<file path="src/rtl/io_map_pkg.sv">
// Shared address map and status-byte layout for the processor's MMIO port bridge.
package io_map_pkg;

  localparam logic [7:0] DEFAULT_PORT_ADDR   = 8'hFF;
  localparam logic [7:0] DEFAULT_STATUS_ADDR = 8'hFE;

  // Bit positions inside the status byte
  localparam int ST_RX_NE     = 0;
  localparam int ST_TX_NF     = 1;
  localparam int ST_RX_UF     = 2;
  localparam int ST_TX_OF     = 3;
  localparam int ST_RXCNT_LSB = 4;

  // The status byte only has a 4-bit field for the RX fill level, so larger counts pin at 15
  function automatic logic [3:0] sat_count4(input logic [7:0] n);
    return (n > 8'd15) ? 4'hF : n[3:0];
  endfunction

endpackage

</file>
<file path="src/rtl/mmio_port_bridge_if.sv">
// Bundles the processor data-memory strobes and the two byte streams of the MMIO port bridge.
interface mmio_port_bridge_if;

  logic [7:0] cpu_addr;
  logic       cpu_mem_read;
  logic       cpu_mem_write;
  logic [7:0] cpu_wdata;
  logic [7:0] cpu_rdata;
  logic       cpu_hit;

  logic       out_valid;
  logic [7:0] out_data;
  logic       out_ready;

  logic       in_valid;
  logic [7:0] in_data;
  logic       in_ready;

  // Processor plus stream environment driving the bridge
  modport master (
    output cpu_addr, cpu_mem_read, cpu_mem_write, cpu_wdata, out_ready, in_valid, in_data,
    input  cpu_rdata, cpu_hit, out_valid, out_data, in_ready
  );

  // The bridge itself
  modport slave (
    input  cpu_addr, cpu_mem_read, cpu_mem_write, cpu_wdata, out_ready, in_valid, in_data,
    output cpu_rdata, cpu_hit, out_valid, out_data, in_ready
  );

endinterface

</file>
<file path="src/rtl/sync_fifo.sv">
// Single-clock circular FIFO with a combinational head; head reads 0 while empty.
// The caller guarantees push is only raised when not full (or together with a pop)
// and pop only when not empty.
module sync_fifo #(
  parameter int WIDTH = 8,
  parameter int DEPTH = 4
) (
  input  logic                   clk,
  input  logic                   reset,
  input  logic                   push,
  input  logic                   pop,
  input  logic [WIDTH-1:0]       wdata,
  output logic                   full,
  output logic                   empty,
  output logic [$clog2(DEPTH):0] count,
  output logic [WIDTH-1:0]       head
);

  localparam int AW = $clog2(DEPTH);
  localparam int CW = AW + 1;
  localparam logic [CW-1:0] FULL_COUNT = CW'(DEPTH);

  logic [WIDTH-1:0] mem [DEPTH];
  logic [AW-1:0]    wr_ptr;
  logic [AW-1:0]    rd_ptr;

  // Pointers wrap naturally because DEPTH is a power of two; count tracks occupancy
  always_ff @(posedge clk or posedge reset) begin
    if (reset) begin
      wr_ptr <= '0;
      rd_ptr <= '0;
      count  <= '0;
    end else begin
      if (push) wr_ptr <= wr_ptr + AW'(1);
      if (pop)  rd_ptr <= rd_ptr + AW'(1);
      case ({push, pop})
        2'b10:   count <= count + CW'(1);
        2'b01:   count <= count - CW'(1);
        default: count <= count;
      endcase
    end
  end

  // Storage needs no reset: stale entries are hidden behind the empty flag
  always_ff @(posedge clk) begin
    if (push) mem[wr_ptr] <= wdata;
  end

  assign full  = (count == FULL_COUNT);
  assign empty = (count == '0);
  assign head  = empty ? '0 : mem[rd_ptr];

endmodule

</file>
<file path="src/rtl/mmio_port_bridge.sv">
// MMIO responder beside data memory: stores to the port address feed the TX FIFO,
// loads from it pop the RX FIFO, and the status address exposes FIFO state plus
// write-1-to-clear sticky error flags.
module mmio_port_bridge
  import io_map_pkg::*;
#(
  parameter int         DEPTH       = 4,
  parameter logic [7:0] PORT_ADDR   = DEFAULT_PORT_ADDR,
  parameter logic [7:0] STATUS_ADDR = DEFAULT_STATUS_ADDR
) (
  input logic                clk,
  input logic                reset,
  mmio_port_bridge_if.slave  bus
);

  localparam int CW = $clog2(DEPTH) + 1;

  logic          hit_port, hit_stat;
  logic          tx_wr, tx_push, tx_pop, tx_full, tx_empty;
  logic [CW-1:0] tx_count;
  logic [7:0]    tx_head;
  logic          rx_rd, rx_push, rx_pop, rx_full, rx_empty;
  logic [CW-1:0] rx_count;
  logic [7:0]    rx_head;
  logic          stat_wr, rx_uf, tx_of, rx_uf_set, tx_of_set;
  logic [7:0]    status;

  assign hit_port = (bus.cpu_addr == PORT_ADDR);
  assign hit_stat = (bus.cpu_addr == STATUS_ADDR);
  assign bus.cpu_hit = (hit_port || hit_stat) && (bus.cpu_mem_read || bus.cpu_mem_write);

  // A write wins over a simultaneous read, so reads only count when no write is present
  assign tx_wr   = bus.cpu_mem_write && hit_port;
  assign rx_rd   = bus.cpu_mem_read && !bus.cpu_mem_write && hit_port;
  assign stat_wr = bus.cpu_mem_write && hit_stat;

  // A full TX FIFO still takes a store when its head leaves in the same cycle
  assign tx_pop    = bus.out_ready && (tx_count != '0);
  assign tx_push   = tx_wr && (!tx_full || tx_pop);
  assign tx_of_set = tx_wr && tx_full && !tx_pop;

  // RX acceptance looks only at occupancy, keeping the stream side free of cpu paths
  assign bus.in_ready = !reset && !rx_full;
  assign rx_push      = bus.in_valid && bus.in_ready;
  assign rx_pop       = rx_rd && !rx_empty;
  assign rx_uf_set    = rx_rd && rx_empty;

  assign bus.out_valid = !tx_empty;
  assign bus.out_data  = tx_head;

  sync_fifo #(.WIDTH(8), .DEPTH(DEPTH)) u_tx_fifo (
    .clk   (clk),
    .reset (reset),
    .push  (tx_push),
    .pop   (tx_pop),
    .wdata (bus.cpu_wdata),
    .full  (tx_full),
    .empty (tx_empty),
    .count (tx_count),
    .head  (tx_head)
  );

  sync_fifo #(.WIDTH(8), .DEPTH(DEPTH)) u_rx_fifo (
    .clk   (clk),
    .reset (reset),
    .push  (rx_push),
    .pop   (rx_pop),
    .wdata (bus.in_data),
    .full  (rx_full),
    .empty (rx_empty),
    .count (rx_count),
    .head  (rx_head)
  );

  // Sticky error flags: a new error in the same cycle beats a write-1-to-clear
  always_ff @(posedge clk or posedge reset) begin
    if (reset) begin
      rx_uf <= 1'b0;
      tx_of <= 1'b0;
    end else begin
      if (rx_uf_set)                          rx_uf <= 1'b1;
      else if (stat_wr && bus.cpu_wdata[2])   rx_uf <= 1'b0;
      if (tx_of_set)                          tx_of <= 1'b1;
      else if (stat_wr && bus.cpu_wdata[3])   tx_of <= 1'b0;
    end
  end

  // Assemble the status byte from live FIFO state and the sticky flags
  always_comb begin
    status = '0;
    status[ST_RX_NE] = !rx_empty;
    status[ST_TX_NF] = !tx_full;
    status[ST_RX_UF] = rx_uf;
    status[ST_TX_OF] = tx_of;
    status[ST_RXCNT_LSB +: 4] = sat_count4(8'(rx_count));
  end

  // Load data mux; returns 0 on any access that is not a decoded read
  always_comb begin
    bus.cpu_rdata = '0;
    if (bus.cpu_mem_read && !bus.cpu_mem_write) begin
      if (hit_port)      bus.cpu_rdata = rx_head;
      else if (hit_stat) bus.cpu_rdata = status;
    end
  end

endmodule

</file>
<file path="src/flat_wrapper.sv">
// flat-port wrapper written by rule: the top's interface ports become plain ports
module mmio_port_bridge_flat import io_map_pkg::*;
#(
  parameter int         DEPTH       = 4,
  parameter logic [7:0] PORT_ADDR   = DEFAULT_PORT_ADDR,
  parameter logic [7:0] STATUS_ADDR = DEFAULT_STATUS_ADDR
)
  (clk, reset, bus_cpu_addr, bus_cpu_mem_read, bus_cpu_mem_write, bus_cpu_wdata, bus_out_ready, bus_in_valid, bus_in_data, bus_cpu_rdata, bus_cpu_hit, bus_out_valid, bus_out_data, bus_in_ready);
  mmio_port_bridge_if bus_i ();
  input logic clk;
  input logic reset;
  input wire logic [$bits(bus_i.cpu_addr)-1:0] bus_cpu_addr;
  input wire logic [$bits(bus_i.cpu_mem_read)-1:0] bus_cpu_mem_read;
  input wire logic [$bits(bus_i.cpu_mem_write)-1:0] bus_cpu_mem_write;
  input wire logic [$bits(bus_i.cpu_wdata)-1:0] bus_cpu_wdata;
  input wire logic [$bits(bus_i.out_ready)-1:0] bus_out_ready;
  input wire logic [$bits(bus_i.in_valid)-1:0] bus_in_valid;
  input wire logic [$bits(bus_i.in_data)-1:0] bus_in_data;
  output wire logic [$bits(bus_i.cpu_rdata)-1:0] bus_cpu_rdata;
  output wire logic [$bits(bus_i.cpu_hit)-1:0] bus_cpu_hit;
  output wire logic [$bits(bus_i.out_valid)-1:0] bus_out_valid;
  output wire logic [$bits(bus_i.out_data)-1:0] bus_out_data;
  output wire logic [$bits(bus_i.in_ready)-1:0] bus_in_ready;
  assign bus_i.cpu_addr = bus_cpu_addr;
  assign bus_i.cpu_mem_read = bus_cpu_mem_read;
  assign bus_i.cpu_mem_write = bus_cpu_mem_write;
  assign bus_i.cpu_wdata = bus_cpu_wdata;
  assign bus_i.out_ready = bus_out_ready;
  assign bus_i.in_valid = bus_in_valid;
  assign bus_i.in_data = bus_in_data;
  assign bus_cpu_rdata = bus_i.cpu_rdata;
  assign bus_cpu_hit = bus_i.cpu_hit;
  assign bus_out_valid = bus_i.out_valid;
  assign bus_out_data = bus_i.out_data;
  assign bus_in_ready = bus_i.in_ready;
  mmio_port_bridge #(.DEPTH(DEPTH), .PORT_ADDR(PORT_ADDR), .STATUS_ADDR(STATUS_ADDR)) u_core (.clk(clk), .reset(reset), .bus(bus_i));
endmodule
</file>
<file path="config.mk">
export PLATFORM = sky130hd
export DESIGN_NAME = mmio_port_bridge_flat
export DESIGN_NICKNAME = d
export VERILOG_FILES = /design/src/rtl/io_map_pkg.sv /design/src/rtl/mmio_port_bridge_if.sv /design/src/rtl/sync_fifo.sv /design/src/rtl/mmio_port_bridge.sv /design/src/flat_wrapper.sv
export SDC_FILE = /design/constraint.sdc
export NUM_CORES = 1
export LEC_CHECK = 0
export CELL_PAD_IN_SITES_DETAIL_PLACEMENT = 2
export CELL_PAD_IN_SITES_GLOBAL_PLACEMENT = 2
export CORE_MARGIN = 1
export CORE_UTILIZATION = 43
export CTS_CLUSTER_SIZE = 16
export DETAILED_ROUTE_END_ITERATION = 10
export PLACE_DENSITY = 0.93
export SYNTH_ARGS = -nofsm -noshare
export SYNTH_HDL_FRONTEND = slang
export SYNTH_SLANG_ARGS = --single-unit
</file>
<file path="constraint.sdc">
create_clock -name clk -period 5.27 [get_ports clk]
set_input_delay 0.7905 -clock clk [delete_from_list [all_inputs] [get_ports clk]]
set_output_delay 0.7905 -clock clk [all_outputs]
set_load 0.02 [all_outputs]
</file>
Word-level counts from Yosys, hierarchy flattened
Memories as Yosys holds them, arrays and structs flattened.
Index checks and enable logic that the tools add are counted.
- $add $sub $neg: 8
- equality and inequality tests: 8
- muxes and demuxes: 15
- reductions and logical operators: 32
- operators by type and width (kind ; number):
    8-bit 2-to-1 mux ; 4
    8-bit == test (second input constant) ; 2
    1-bit logical AND ; 15
    3-bit case mux with 2 select lines ; 2
    2-bit by 1-bit adder with 2-bit output (second input constant) ; 4
    1-bit 2-to-1 mux ; 8
    2-bit nonzero test ; 4
    1-bit zero test ; 7
    7-bit 2-to-1 mux ; 1
    3-bit by 1-bit adder with 3-bit output (second input constant) ; 2
    3-bit == test (second input constant) ; 2
    3-bit zero test ; 2
    3-bit by 1-bit subtractor with 3-bit output (second input constant) ; 2
    2-bit by 1-bit == test with 1-bit output (second input constant) ; 2
    2-bit == test (second input constant) ; 2
    1-bit logical OR ; 3
    3-bit nonzero test ; 1
- flip-flop bits (word level): 16
- RAM bits: 64
- bits of input ports: 30
- output and inout port bits: 19
- logic and storage cells: 73
- memories: 2
- memory list (name ; words ; bits a word ; rd ports ; clocked after Yosys merged registers in ; write ports ; line ; text):
    u_core.u_rx_fifo.mem ; 4 ; 8 ; 1 ; 0 ; 1 ; sync_fifo.sv:23 ; logic [WIDTH-1:0] mem [DEPTH];
    u_core.u_tx_fifo.mem ; 4 ; 8 ; 1 ; 0 ; 1 ; sync_fifo.sv:23 ;

Depth between registers and ports, before layout
Gate-level depths: netlist of run 1.
- word-level depth: 6
- depth in mapped cells: 11
- mapped depth without buffers: 10

Hierarchy
Synthesis of run 1 repeated with hierarchy kept, for this count alone.
- cell total of the unflattened synthesis: 221
- area total of the unflattened synthesis: 3539.6 um2
- by module, submodules not included (module ; instances ; cells each ; area each (um2) ; seq. area each (um2)):
    sync_fifo ; 2 ; 87 ; 1611.5 ; 1136.1
    mmio_port_bridge ; 1 ; 47 ; 316.6 ; 50.0

Worst setup path after synthesis of run 1
Ideal clock, no wire load.
- path type: input to register
- start point: input bus_cpu_addr[1]
- end point: register u_core.u_rx_fifo.count[2]
- setup time: 79 ps
- data arrival time: 2492 ps
- required time: 5191 ps
- slack: 2699 ps
- stages on the path: 8
- path buffers: 0
- cells stage by stage: nand4_2 nor4_4 ha_1 inv_1 fa_1 xor2_1 nor2_1 xor2_1
- longest elaborated chain between the ends: 5
- elaborated cells on any way between the ends: 7
- classes of those cells: eq/ne: 3; mux: 1; reduce/logical: 3
- ends and longest elaborated chain (item ; line ; text):
    start, declared ; flat_wrapper.sv:12 ; input wire logic [$bits(bus_i.cpu_addr)-1:0] bus_cpu_addr;
    8-bit == test (*) ; mmio_port_bridge.sv:28 ; assign hit_port = (bus.cpu_addr == PORT_ADDR);
    1-bit logical AND (*) ; mmio_port_bridge.sv:34 ; assign rx_rd = bus.cpu_mem_read && !bus.cpu_mem_write && hit_port;
    1-bit logical AND (*) ; mmio_port_bridge.sv:45 ; assign rx_pop = rx_rd && !rx_empty;
    via u_core.rx_pop ; mmio_port_bridge.sv:22 ; logic rx_rd, rx_push, rx_pop, rx_full, rx_empty;
    2-bit by 1-bit == test with 1-bit output or 2-bit == test (tied branches) ; sync_fifo.sv:36 ; case ({push, pop})
    3-bit case mux with 2 select lines or 2-bit nonzero test (tied branches) ; -- ;
    end signal, assigned ; sync_fifo.sv:37 ; 2'b10: count <= count + CW'(1);
    end signal, assigned ; sync_fifo.sv:38 ; 2'b01: count <= count - CW'(1);
    end signal, assigned ; sync_fifo.sv:39 ; default: count <= count;
    end, declared ; sync_fifo.sv:15 ; output logic [$clog2(DEPTH):0] count,
The timed path passes the listed nets; every way through them passes the cells marked *.
A chain may end at the register's enable or synchronous reset.

Final worst setup path of run 1
- start point: input bus_cpu_mem_write
- end point: output bus_cpu_rdata[6]
- longest elaborated chain between the ends: 3
- ends and longest elaborated chain (item ; line ; text):
    start, declared ; flat_wrapper.sv:14 ; input wire logic [$bits(bus_i.cpu_mem_write)-1:0] bus_cpu_mem_write;
    1-bit zero test ; mmio_port_bridge.sv:101 ; if (bus.cpu_mem_read && !bus.cpu_mem_write) begin
    1-bit logical AND ; mmio_port_bridge.sv:101 ;
    8-bit 2-to-1 mux ; mmio_port_bridge.sv:101 ;
    end, declared ; flat_wrapper.sv:19 ; output wire logic [$bits(bus_i.cpu_rdata)-1:0] bus_cpu_rdata;
Every way passes these cells.

==> flow_metrics.tcl, run 1 <==
set metrics [dict create \
    clk_latency_ns 0.35 \
    cts-root-buf "clkbuf_8" \
    ys_seq_area_frac 0.672 \
    ant_nets 0 \
    hp-class "reg2reg" \
    synth_edf_count 64 \
    synth_seq_cells 80 \
    routed_via_density 5.21 \
    clkSlewWorstSetupHoldPaths_ns 0.07 \
    grt.overflow.total 0 \
    syn_inst 197 \
    layout-drive-gt1-share 0.137 \
    fin_total_pwr_mw 1.69 \
    drcViolationCount 0 \
    start_util 0.445 \
    rsz0062_at_grt "false" \
    firstDrtPassIters 4 \
    grt_max_degree 17 \
    ys.flop_type "edfxtp_1" \
    synth.top_cell.area_share 0.556 \
    antenna_found_initial 0 \
    clock-sinks 80 \
    arrival_ns 2.96 \
    hold_viol_final 0 \
    grt_pass1_vias 2083 \
    status "completed" \
    netlist_top_cells_area "edfxtp_1 56%, dfrtp_1 12%, mux4_2 10%, ha_1 3.6%, and2_1 2.7%" \
    routabilityCongestion 0.715 \
    rows 32 \
    area_delta_synth_final_pct 21.6 \
    rr_startpoint "u_core.u_rx_fifo.count[2]$_DFFE_PP0P_" \
    cp-start-kind "primary input" \
    diodes 0 \
    layout_common_cells "64 x edfxtp_1, 48 x clkdlybuf4s50_1, 16 x mux4_2, 16 x dfrtp_1" \
    relSlewSlack 0.525 \
    postCtsHoldBufs 0 \
    routedWlPerCell_um 21.2 \
    h-tree-depth 3 \
    worstMarginPinSlew_ns 0.712 \
    ys_warn_count 0 \
    setup_viol 0 \
    clk_path_buf_depth 2 \
    track_usage 0.201 \
    finalMaxSlewViolations 0 \
    synth-async-reset-ratio 0.200 \
    path_max_fanout 7 \
    ys_types 33 \
    fin_nets 292 \
    startpoint "bus_cpu_mem_write" \
    leakage_nw 1.48 \
    skew_ns 0.00948 \
    io_pins 49 \
    drtIter0Drc 69 \
    maxCapViolCount 0 \
    crit_path_end_kind "primary output" \
    synth_area_leader_cell "edfxtp_1" \
    numCtsBuffers 9 \
    die_w_um 91.7 \
    synth_area_per_cell_um2 17.5 \
    critPathKind "in2out" \
    core_area_mm2 0.00777 \
    die_area_mm2 0.00840 \
    synth_area_mm2 0.00346 \
    post-cts-setup-buffer-count 0 \
    wl_mm 7.56 \
    tritoncts "done" \
    irDropWorstVdd_mv 0.209 \
    min_period_ns 3.75 \
    hold_path_startpoint "u_core.u_tx_fifo.count[2]$_DFFE_PP0P_" \
    cts_resized 0 \
    synth_nets 239 \
    fin_util 0.541 \
    final_common_cell "edfxtp_1" \
    required_ns 4.48 \
    p_per_area_mw_per_mm2 402 \
    portBuffers 48 \
    clock.fmax_mhz 266 \
    grt_pass1_wl_mm 11.9 \
    final.period_utilization 0.712 \
    vias 1859 \
    finalSetupTns_ns 0 \
    dieHeight_um 91.7 \
    hpwl_mm 5.63 \
]
-- state kept, by name, indices dropped and copies added (netlist names), 2 cells and up --
| name | cells |
|---|---|
| u_core.u_rx_fifo.count | 3 |
| u_core.u_tx_fifo.wr_ptr | 2 |
| u_core.u_tx_fifo.count | 3 |
| u_core.u_tx_fifo.mem | 32 |
| u_core.u_rx_fifo.wr_ptr | 2 |
| u_core.u_rx_fifo.rd_ptr | 2 |
| u_core.u_tx_fifo.rd_ptr | 2 |
| u_core.u_rx_fifo.mem | 32 |
-- power breakdown --
part           total [mW]  internal [mW]  switching (mW)
registers           0.841          0.754          0.0875
clock network       0.379          0.168           0.211
logic               0.470          0.245           0.224
-- through the flow --
| step | hold slack [ns] | instances | cell area (um^2) | worst slack [ns] |
|---|---|---|---|---|
| after global routing | 0.574 | 357 | 4200 | 1.38 |
| final | 0.523 | 357 | 4200 | 1.52 |
| after CTS | 0.530 | 357 | 4200 | 1.50 |
| after detailed placement | 0.525 | 341 | 4040 | 1.51 |
| after global placement | 0.505 | 341 | 4040 | 1.58 |
| after floorplan | 0.470 | 197 | 3460 | 2.70 |
-- critical path, stage by stage --
cell             delay (ns)
clkdlybuf4s50_1        0.51
nor2b_1                0.25
nor4b_2                0.54
a22o_1                 0.26
clkdlybuf4s50_1        0.62
-- cell families (layout without fill, tap and decap cells) --
kind of cell	after synthesis	after routing	share of synthesized area
DFF	80	80	0.672
muxes	20	20	0.117
and+or+nand+nor	41	41	0.0826
adders and majority gates	12	12	0.0478
buffers and inverters	21	79	0.0239
xor gates and xnor gates	12	12	0.0304
AOI/OAI and AO/OA	11	11	0.0268
-- path summary, 6_finish.rpt --
path,to,slack [ns],cells after the start
max in group asynchronous,u_core.u_tx_fifo.wr_ptr[0]$_DFFE_PP0P_,3.85,2
setup / recovery,bus_cpu_rdata[6],1.52,5
hold / removal,u_core.u_tx_fifo.count[2]$_DFFE_PP0P_,0.52,1
setup reg to reg,u_core.u_rx_fifo.count[2]$_DFFE_PP0P_,2.76,8
hold reg to reg,u_core.u_tx_fifo.count[2]$_DFFE_PP0P_,0.52,1
min in group asynchronous,u_core.u_rx_fifo.wr_ptr[1]$_DFFE_PP0P_,0.96,2
-- layer usage --
layer / GRT usage / vias up / wire (um)
met3: 0.0580 / 2 / 242
met4: 0.0516 / 0 / 25
met5: 0 / - / 0
met1: 0.230 / 970 / 3050
met2: 0.368 / 37 / 4250
li1: - / 850 / -
-- synthesized netlist by cell type, types with 2 or more instances --
library cell	n
xor2_1	6
fa_1	2
mux2_1	2
nand2_1	3
edfxtp_1	64
inv_1	15
and2_1	15
nor3_1	2
nor2b_1	2
clkbuf_1	3
nand3_1	3
a22o_1	6
mux2i_1	2
ha_1	10
nor4b_2	2
xnor2_1	6
and4b_1	2
and3_1	4
buf_2	3
mux4_2	16
dfrtp_1	16
nor2_1	2
-- layout make-up --
| class | instances | area, um^2 |
|---|---|---|
| Sequential cell | 80 | 2320 |
| Multi-Input combinational cell | 96 | 1050 |
| Fill cell | 706 | 3570 |
| Tap cell | 102 | 128 |
| Clock inverter | 6 | 36.3 |
| Inverter | 15 | 56.3 |
| Timing Repair Buffer | 48 | 480 |
| Clock buffer | 10 | 128 |
Note: power is estimated with default switching activity, not from simulation.
==> run 2, diff against run 1 <==
CORE_UTILIZATION = 40   (was 43)
PLACE_DENSITY = 0.87   (was 0.93)
clock period = 3.5 ns   (was 5.27 ns; I/O delays follow)
==> run 2 against run 1 <==
Against the previous run: design area grew 0.48%; setup slack got worse by 1.1 ns; flip-flop and latch count unchanged; clock skew fell by 0.0017 ns; largest cell class unchanged; critical path depth is 1 higher; non-clock buffer count rose by 2.
==> flow_metrics.tcl, run 2 (synthesis results as in run 1) <==
set metrics [dict create \
    status "completed" \
    crit_path_end "bus_cpu_rdata[1]" \
    clkSlewWorstSetupHoldPaths_ns 0.08 \
    rr_worst_depth 9 \
    required_ns 2.97 \
    grt_max_degree 17 \
    grt-busiest-layer "met2" \
    h-tree-depth 3 \
    maxCapViolCount 0 \
    wl_mm 7.68 \
    die_area_mm2 0.00902 \
    die_w_um 95.0 \
    startpoint "bus_cpu_mem_write" \
    drcViolationCount 0 \
    leakage_nw 1.49 \
    stdcell_area_mm2 0.00422 \
    postCtsHoldBufs 0 \
    io_pins 49 \
    setup_viol 0 \
    antenna_found_initial 0 \
    fin_ws_ns 0.377 \
    finalSetupTns_ns 0 \
    core_area_mm2 0.00830 \
    rrSetupSlack_ns 1.02 \
    dp.cells 346 \
    clk_latency_ns 0.35 \
    routed_via_density 5.20 \
    clock-sinks 80 \
    fin_util 0.509 \
    clock.fmax_mhz 320 \
    cts_resized 0 \
    use_met3 0.0572 \
    hp-class "reg2reg" \
    vias 1882 \
    cp-start-kind "primary input" \
    rsz0062_at_grt "false" \
    final.period_utilization 0.892 \
    track_usage 0.196 \
    dieHeight_um 95.0 \
    rr_startpoint "u_core.u_tx_fifo.count[0]$_DFFE_PP0P_" \
    grt.overflow.total 0 \
    layout_common_cells "64 x edfxtp_1, 48 x clkdlybuf4s50_1, 16 x mux4_2, 16 x dfrtp_1" \
    rows 33 \
    hold_viol_final 0 \
    largestRegisters "u_core.u_rx_fifo.mem: 32 flops, u_core.u_tx_fifo.mem: 32 flops" \
    path_max_fanout 7 \
    fin_total_pwr_mw 2.56 \
    fin_hold_ws_ns 0.520 \
    worstMarginPinSlew_ns 0.653 \
    layout-drive-gt1-share 0.148 \
    ant_nets 0 \
    dp_slack_ns 0.333 \
    final_common_cell "edfxtp_1" \
    crit_path_end_kind "primary output" \
    start_util 0.416 \
    fin_nets 294 \
    tritoncts "done" \
    met2_usage 0.350 \
    grt_pass1_wl_mm 12.3 \
    relSlewSlack 0.564 \
    stdcell_count 362 \
    grt_pass1_vias 2155 \
    skew_ns 0.00773 \
    routabilityCongestion 0.692 \
    numCtsBuffers 9 \
    routedWlPerCell_um 21.2 \
    p_per_area_mw_per_mm2 605 \
    portBuffers 48 \
    reg2reg_to "u_core.u_tx_fifo.count[2]$_DFFE_PP0P_" \
    irDropWorstVdd_mv 0.257 \
    arrival_ns 2.60 \
    met1_usage 0.225 \
    finalMaxSlewViolations 0 \
    cts-root-buf "clkbuf_8" \
    critPathKind "in2out" \
    drtIter0Drc 79 \
    area_delta_synth_final_pct 22.2 \
    post-cts-setup-buffer-count 0 \
    firstDrtPassIters 6 \
    hpwl_mm 5.78 \
    clk_path_buf_depth 2 \
    diodes 0 \
    place_area_mm2 0.00406 \
    min_period_ns 3.12 \
]
run 2: changes by cell type in the layout (fill, tap and decap cells not counted):
cell and change:
clkinv_2 +1, clkbuf_1 +1, clkinv_1 -2, buf_4 +2
run 2: per-layer routing:
metal  part of all wire  vias to the layer above
li1                   -                      858
met1               0.39                      963
met2               0.55                       51
met3              0.039                       10
met4              0.015                        0
met5                  0                        -
run 2: power breakdown:
part / internal, mW / switching (mW) / total, mW
Combinational: 0.370 / 0.344 / 0.714
Sequential: 1.14 / 0.133 / 1.27
Clock: 0.256 / 0.317 / 0.574
run 2: critical path, cell delays in order:
cell             delay, ns
clkdlybuf4s50_1       0.54
nor2b_1               0.29
nor4b_2               0.26
buf_4                 0.20
a22o_1                0.14
clkdlybuf4s50_1       0.63
run 2: final cells by class:
| type | instances | area (um^2) |
|---|---|---|
| Clock inverter | 5 | 33.8 |
| Inverter | 15 | 56.3 |
| Fill cell | 752 | 4080 |
| Tap cell | 105 | 131 |
| Clock buffer | 11 | 131 |
| Timing Repair Buffer | 50 | 495 |
| Multi-Input combinational cell | 96 | 1050 |
| Sequential cell | 80 | 2320 |
run 2: worst min-delay path by stage:
stage | slack (ns) | startpoint | cells after the start | end
final | 0.52 | u_core.u_tx_fifo.count[2]$_DFFE_PP0P_ | 1 | u_core.u_tx_fifo.count[2]$_DFFE_PP0P_
after global routing | 0.56 | u_core.u_tx_fifo.count[2]$_DFFE_PP0P_ | 1 | u_core.u_tx_fifo.count[2]$_DFFE_PP0P_
after CTS | 0.53 | u_core.u_tx_fifo.count[2]$_DFFE_PP0P_ | 1 | u_core.u_tx_fifo.count[2]$_DFFE_PP0P_
after detailed placement | 0.51 | u_core.u_tx_fifo.count[2]$_DFFE_PP0P_ | 1 | u_core.u_tx_fifo.count[2]$_DFFE_PP0P_
after global placement | 0.52 | u_core.u_rx_fifo.count[0]$_DFFE_PP0P_ | 1 | u_core.u_rx_fifo.count[0]$_DFFE_PP0P_
after floorplan | 0.44 | reset | 1 | u_core.rx_uf$_DFFE_PP0P_
